<file path="src/rtl/img2col_window_feeder.sv">
// Streams every K x K sliding window of a row-major feature map held in SRAM.
// A 2-entry output FIFO absorbs the 1-cycle read latency and downstream backpressure.
module img2col_window_feeder #(
    parameter int DATA_WIDTH = 16,
    parameter int ADDR_WIDTH = 12,
    parameter int DIM_WIDTH  = 6,
    parameter int K_MAX      = 5
) (
    input  logic                  clk,
    input  logic                  nrst,
    input  logic                  start,
    input  logic [DIM_WIDTH-1:0]  img_w,
    input  logic [DIM_WIDTH-1:0]  img_h,
    input  logic [2:0]            k_size,
    input  logic [1:0]            stride,
    input  logic [ADDR_WIDTH-1:0] base_addr,
    output logic                  mem_rd_en,
    output logic [ADDR_WIDTH-1:0] mem_addr,
    input  logic [DATA_WIDTH-1:0] mem_rdata,
    output logic [DATA_WIDTH-1:0] out_data,
    output logic                  out_valid,
    input  logic                  out_ready,
    output logic                  out_last,
    output logic [DIM_WIDTH-1:0]  win_row,
    output logic [DIM_WIDTH-1:0]  win_col,
    output logic                  busy,
    output logic                  done,
    output logic                  cfg_err
);
    localparam int PW = DIM_WIDTH + 2;
    localparam logic [2:0] KMAX3 = 3'(K_MAX);

    typedef enum logic [1:0] {IDLE, RUN, DRAIN, DONE} state_t;
    state_t state, next_state;

    logic [DIM_WIDTH-1:0]  w_q, h_q, r_q, c_q;
    logic [2:0]            k_q, i_q, j_q, k_last;
    logic [1:0]            s_q;
    logic [PW-1:0]         rs_q, cs_q;
    logic [ADDR_WIDTH-1:0] row_start_q, win_base_q, row_base_q;
    logic [ADDR_WIDTH-1:0] w_a, s_a, sw;

    logic                  vld_p0, last_p0;
    logic [DIM_WIDTH-1:0]  row_p0, col_p0;

    logic [DATA_WIDTH-1:0] fifo_data [2];
    logic                  fifo_last [2];
    logic [DIM_WIDTH-1:0]  fifo_row  [2];
    logic [DIM_WIDTH-1:0]  fifo_col  [2];
    logic [1:0]            cnt;
    logic                  wr_ptr, rd_ptr, head;
    logic                  push, pop;
    logic [2:0]            occ, limit;

    logic accept, cfg_bad, j_end, i_end, col_more, row_more, last_elem;

    assign accept  = (state == IDLE) && start;
    assign cfg_bad = (k_size == 3'd0) || (k_size > KMAX3) || (stride == 2'd0) ||
                     (DIM_WIDTH'(k_size) > img_w) || (DIM_WIDTH'(k_size) > img_h);

    assign k_last    = k_q - 3'd1;
    assign j_end     = (j_q == k_last);
    assign i_end     = (i_q == k_last);
    // Another window fits if its right/bottom edge stays inside the image; avoids a divider.
    assign col_more  = (cs_q + PW'(s_q) + PW'(k_q)) <= PW'(w_q);
    assign row_more  = (rs_q + PW'(s_q) + PW'(k_q)) <= PW'(h_q);
    assign last_elem = j_end && i_end && !col_more && !row_more;

    assign w_a = ADDR_WIDTH'(w_q);
    assign s_a = ADDR_WIDTH'(s_q);
    always_comb begin
        sw = w_a;
        case (s_q)
            2'd2:    sw = w_a << 1;
            2'd3:    sw = w_a + (w_a << 1);
            default: sw = w_a;
        endcase
    end

    assign mem_addr = row_base_q + ADDR_WIDTH'(j_q);

    // Read credit counts a pop in the same cycle so a full-rate stream never stalls.
    assign push  = vld_p0;
    assign pop   = out_valid && out_ready;
    assign occ   = {1'b0, cnt} + {2'b00, vld_p0};
    assign limit = 3'd2 + {2'b00, pop};

    always_ff @(posedge clk or negedge nrst) begin
        if (!nrst) state <= IDLE;
        else       state <= next_state;
    end

    always_comb begin
        next_state = state;
        case (state)
            IDLE:    if (start) next_state = cfg_bad ? DONE : RUN;
            RUN:     if (mem_rd_en && last_elem) next_state = DRAIN;
            DRAIN:   if (cnt == 2'd0 && !vld_p0) next_state = DONE;
            DONE:    next_state = IDLE;
            default: next_state = IDLE;
        endcase
    end

    always_comb begin
        busy      = (state == RUN) || (state == DRAIN);
        done      = (state == DONE);
        mem_rd_en = (state == RUN) && (occ < limit);
    end

    always_ff @(posedge clk or negedge nrst) begin
        if (!nrst) begin
            w_q <= '0; h_q <= '0; k_q <= '0; s_q <= '0; cfg_err <= 1'b0;
            i_q <= '0; j_q <= '0; r_q <= '0; c_q <= '0; rs_q <= '0; cs_q <= '0;
            row_start_q <= '0; win_base_q <= '0; row_base_q <= '0;
        end else if (accept) begin
            w_q <= img_w; h_q <= img_h; k_q <= k_size; s_q <= stride; cfg_err <= cfg_bad;
            i_q <= '0; j_q <= '0; r_q <= '0; c_q <= '0; rs_q <= '0; cs_q <= '0;
            row_start_q <= base_addr; win_base_q <= base_addr; row_base_q <= base_addr;
        end else if (mem_rd_en) begin
            if (!j_end) begin
                j_q <= j_q + 3'd1;
            end else begin
                j_q <= '0;
                if (!i_end) begin
                    i_q        <= i_q + 3'd1;
                    row_base_q <= row_base_q + w_a;
                end else begin
                    i_q <= '0;
                    if (col_more) begin
                        c_q        <= c_q + DIM_WIDTH'(1);
                        cs_q       <= cs_q + PW'(s_q);
                        win_base_q <= win_base_q + s_a;
                        row_base_q <= win_base_q + s_a;
                    end else begin
                        c_q  <= '0;
                        cs_q <= '0;
                        if (row_more) begin
                            r_q         <= r_q + DIM_WIDTH'(1);
                            rs_q        <= rs_q + PW'(s_q);
                            row_start_q <= row_start_q + sw;
                            win_base_q  <= row_start_q + sw;
                            row_base_q  <= row_start_q + sw;
                        end
                    end
                end
            end
        end
    end

    // Stage p0: tags of the read in flight, aligned with mem_rdata
    always_ff @(posedge clk or negedge nrst) begin
        if (!nrst) begin
            vld_p0 <= 1'b0; last_p0 <= 1'b0; row_p0 <= '0; col_p0 <= '0;
        end else begin
            vld_p0 <= mem_rd_en;
            if (mem_rd_en) begin
                last_p0 <= j_end && i_end;
                row_p0  <= r_q;
                col_p0  <= c_q;
            end
        end
    end

    // Stage p1: output FIFO
    always_ff @(posedge clk or negedge nrst) begin
        if (!nrst) begin
            for (int n = 0; n < 2; n++) begin
                fifo_data[n] <= '0; fifo_last[n] <= 1'b0; fifo_row[n] <= '0; fifo_col[n] <= '0;
            end
            wr_ptr <= 1'b0; rd_ptr <= 1'b0; cnt <= '0;
        end else begin
            if (push) begin
                fifo_data[wr_ptr] <= mem_rdata;
                fifo_last[wr_ptr] <= last_p0;
                fifo_row[wr_ptr]  <= row_p0;
                fifo_col[wr_ptr]  <= col_p0;
                wr_ptr            <= ~wr_ptr;
            end
            if (pop) rd_ptr <= ~rd_ptr;
            cnt <= cnt + 2'(push) - 2'(pop);
        end
    end

    // When empty, the slot behind the read pointer still holds the last popped element.
    assign head      = (cnt != 2'd0) ? rd_ptr : ~rd_ptr;
    assign out_valid = (cnt != 2'd0);
    assign out_data  = fifo_data[head];
    assign out_last  = fifo_last[head];
    assign win_row   = fifo_row[head];
    assign win_col   = fifo_col[head];
endmodule

</file>
<file path="config.mk">
export PLATFORM = sky130hd
export DESIGN_NAME = img2col_window_feeder
export DESIGN_NICKNAME = d
export VERILOG_FILES = /design/src/rtl/img2col_window_feeder.sv
export SDC_FILE = /design/constraint.sdc
export NUM_CORES = 1
export LEC_CHECK = 0
export ABC_AREA = 1
export ABC_CLOCK_PERIOD_IN_PS = 3500
export CAP_MARGIN = 20
export CORE_ASPECT_RATIO = 0.7
export CORE_UTILIZATION = 53
export DETAILED_ROUTE_END_ITERATION = 7
export PLACE_DENSITY = 0.77
export SYNTH_ARGS = -nofsm -noshare
export SYNTH_HDL_FRONTEND = slang
export SYNTH_SLANG_ARGS = --single-unit
</file>
<file path="constraint.sdc">
create_clock -name clk -period 3.5 [get_ports clk]
set_input_delay 1.05 -clock clk [delete_from_list [all_inputs] [get_ports clk]]
set_output_delay 1.05 -clock clk [all_outputs]
set_load 0.01 [all_outputs]
</file>
==> flow_summary.toml <==
[outcome]
run_status = "finished, violations left"
violations = "negative setup slack"

[logic_synthesis]
postSynthRegisterBits = 166
synth_largest_type_area_fraction_pct = 39.5
netlist_area_um2 = 10500
synth-edff-count = 0
post_synthesis_area_per_instance_um2 = 7.84
syn_inst = 1341
ys_seq_area_share_pct = 39.5
yosys.area.top_type = "sky130_fd_sc_hd__dfrtp_1"
post_synth_main_area_contributors = "sky130_fd_sc_hd__dfrtp_1 (40%), sky130_fd_sc_hd__nand2_1 (15%), sky130_fd_sc_hd__ha_1 (8.1%)"
netlist_top_cells_count = "sky130_fd_sc_hd__nand2_1 (409), sky130_fd_sc_hd__dfrtp_1 (166), sky130_fd_sc_hd__inv_1 (157), sky130_fd_sc_hd__o21ai_0 (124), sky130_fd_sc_hd__nand3_1 (85)"
synth_fp_nets = 1467
ffs_w_async_s_r_synth_pct = 100
synth.distinct_cells = 46
synth_most_common_cell = "sky130_fd_sc_hd__nand2_1"
synthFlopType = "sky130_fd_sc_hd__dfrtp_1"
yosysWarnings = 0

[detailed_routing]
routed_via_density = 5.61
routedWlPerCell_um = 17.3
detail_route.wirelength_um = 31200
drt_drc_violations_left = 0
vias = 10100
drtAntennaViolNets = 0
drt_pass_1_iters = 6
starting_drc_count_in_detailed_routing = 1162

[die]
initial_utilization_pct = 54.8
die-width_um = 170
fp-row-count = 42
design.die.area_um2 = 20400
floorplan.core_area_um2 = 19200
top_level_ports = 95
floorplan.die.height_um = 120

[global_route]
grt_use_met1_pct = 42.5
grt_util_all_layers_pct = 29.8
grt.overflow.total = 0
grt-busiest-layer = "met2"
grt_antenna_before_repair = 0
grt_pass1_vias = 9483
grt.met3_usage_pct = 7.09
grt_pass1_wl_um = 47300
met2_track_utilization_from_global_routing_pct = 45.3
pin_count_of_the_biggest_net_entering_global_routing = 65

[worst_setup_path]
critical_path.startpoint_type = "flip-flop"
endpoint_kind = "flip-flop"
critPathRequiredTime_ps = 3830
cp_slowest_cell = "sky130_fd_sc_hd__fa_2"
crit_fanout = 10
crit_arrival_ps = 4160
cpPeakStageDelay_ps = 590
timing.setup.critical_path_class = "flip-flop to flip-flop"

[cts]
htree_num_levels = 4
cts_tree = "done"
insertion_delay_ps = 440
clk_path_buf_depth = 2
cts-buffers-inserted = 17
clock_sinks = 166
clock_root_buffer_master = "sky130_fd_sc_hd__clkbuf_16"
clk_pin_slew_worst_paths_ps = 70
cts_hold_buf = 0

[sta]
slew_violations = 0
setup_ws_ps = -331
timing.fmax_ghz = 0.261
final_min_period_over_clock_period_pct = 109
final.min_clock_period_ps = 3830
slew-limit-headroom_pct = 30.8
tightestPinTransition_ps = 1040
clock_skew_ps = 11.6
final_hold_fails = 0
setup_repair_after_global_routing_missed_its_margin = "yes"
smallest_hold_slack_ps = 483
report.final.setup_viol = 66

[placed_design]
finalWeightedCongestion = 0.920
dp_cells = 1738
port_buffer_count = 94
dp.final_hpwl_um = 19900

[final_layout]
utilization_pct = 73.2
finalNonFillerCells = 1803
fin_nets = 1652
regArea_um2 = 4160
n_antenna_cell = 0
drive_gt1_share_pct = 23.6
layout_filler_cell_count = 1333
area_occupied_by_multi_input_gates_um2 = 6200
area_delta_synth_final_pct = 33.5

[job]
cap_violations = 0

[power_and_ir_drop]
ir_drop_worst_case_vdd_mv = 0.475
p_per_area_nw_per_um2 = 1080
power_leakage_nw = 7.27

[worst_hold_path]
hp-class = "flip-flop to flip-flop"
[cell type report]
cell class	count	area share [%]
Multi-Input combinational cell	965	44.2
Sequential cell	166	29.6
Timing Repair Buffer	210	15.0
Inverter	165	4.55
Clock buffer	19	3.16
Tap cell	264	2.35
Clock inverter	13	1.05
Timing Repair inverter	1	0.116
[layout by cell type (no fill, tap or decap), types with 17 or more instances in the layout]
cell type and instances:
sky130_fd_sc_hd__nand2_1 340, sky130_fd_sc_hd__dfrtp_1 165, sky130_fd_sc_hd__inv_1 149, sky130_fd_sc_hd__o21ai_0 112
sky130_fd_sc_hd__buf_4 89, sky130_fd_sc_hd__nand3_1 71, sky130_fd_sc_hd__nand2_2 60, sky130_fd_sc_hd__ha_1 56
sky130_fd_sc_hd__clkdlybuf4s50_1 55, sky130_fd_sc_hd__nor2_1 40, sky130_fd_sc_hd__xor2_1 31, sky130_fd_sc_hd__mux2_2 29
sky130_fd_sc_hd__a21oi_1 27, sky130_fd_sc_hd__xnor2_1 25, sky130_fd_sc_hd__dlymetal6s2s_1 25, sky130_fd_sc_hd__clkbuf_16 19
sky130_fd_sc_hd__o21ai_2 18, sky130_fd_sc_hd__nand4_1 17
[logic make-up after synthesis]
logic type | synth area share (%)
and+or+nand+nor | 23.5
adders and majority gates | 9.81
muxes | 3.11
DFF | 39.5
AOI/OAI and AO/OA | 11.1
buffers and inverters | 7.93
xor gates and xnor gates | 5.00
[power by group]
group	switching, W	total (W)	internal [W]
Clock	0.000856	0.00194	0.00108
Combinational	0.00544	0.00986	0.00441
Sequential	0.000704	0.00340	0.00270
[repair_timing]
| action | in CTS | in global routing |
|---|---|---|
| gates cloned | 7 | 2 |
| endpoints found under the setup margin | 97 | 99 |
| resized for setup | 127 | 129 |
| pin swaps | 28 | 46 |
| buffers inserted | 20 | 11 |
[state kept, by name, summed over array words and instances, names as in the netlist, 8 cells and up]
signal,count
cs_q,8
fifo_col,12
fifo_data,32
fifo_row,12
row_base_q,12
row_start_q,12
rs_q,8
win_base_q,12
[routing by layer]
metal  share of wire, %  vias up
met5                  0        -
met4                2.6        0
met3                9.1       95
met2                 45      510
met1                 43     4798
li1                   -     4710
[worst max-delay path: cells and delay by family (launching register included)]
family / cells / cell delay (ps)
AOI/OAI and AO/OA: 1 / 290
adders and majority gates: 4 / 1330
buffers and inverters: 5 / 460
and+or+nand+nor: 15 / 1250
DFF: 1 / 390
[per-stage QoR]
| stage | worst slack, ps | area, um2 | total power (W) | TNS, ps |
|---|---|---|---|---|
| 5_1_grt | -483 | 14000 | 0.0162 | -23270 |
| 4_1_cts | -167 | 13600 | 0.0144 | -5650 |
| 6_report | -331 | 14000 | 0.0152 | -14030 |
| 3_3_place_gp | -168 | 12300 | 0.0110 | -6650 |
| 2_1_floorplan | -43.9 | 10600 | 0.00839 | -666 |
| 3_5_place_dp | -225 | 12300 | 0.0113 | -10400 |
[worst paths after layout]
check,slack [ps],from,end,depth (start not counted)
min,480,fifo_data[15],fifo_data[15],2
min in group asynchronous,600,nrst,fifo_data[23],1
min reg2reg,480,fifo_data[15],fifo_data[15],2
max in group asynchronous,2150,nrst,row_start_q[10],2
max reg2reg,-330,cs_q[0],row_base_q[0],25
max,-330,cs_q[0],row_base_q[0],25
Power figures use the tool's default switching activity.
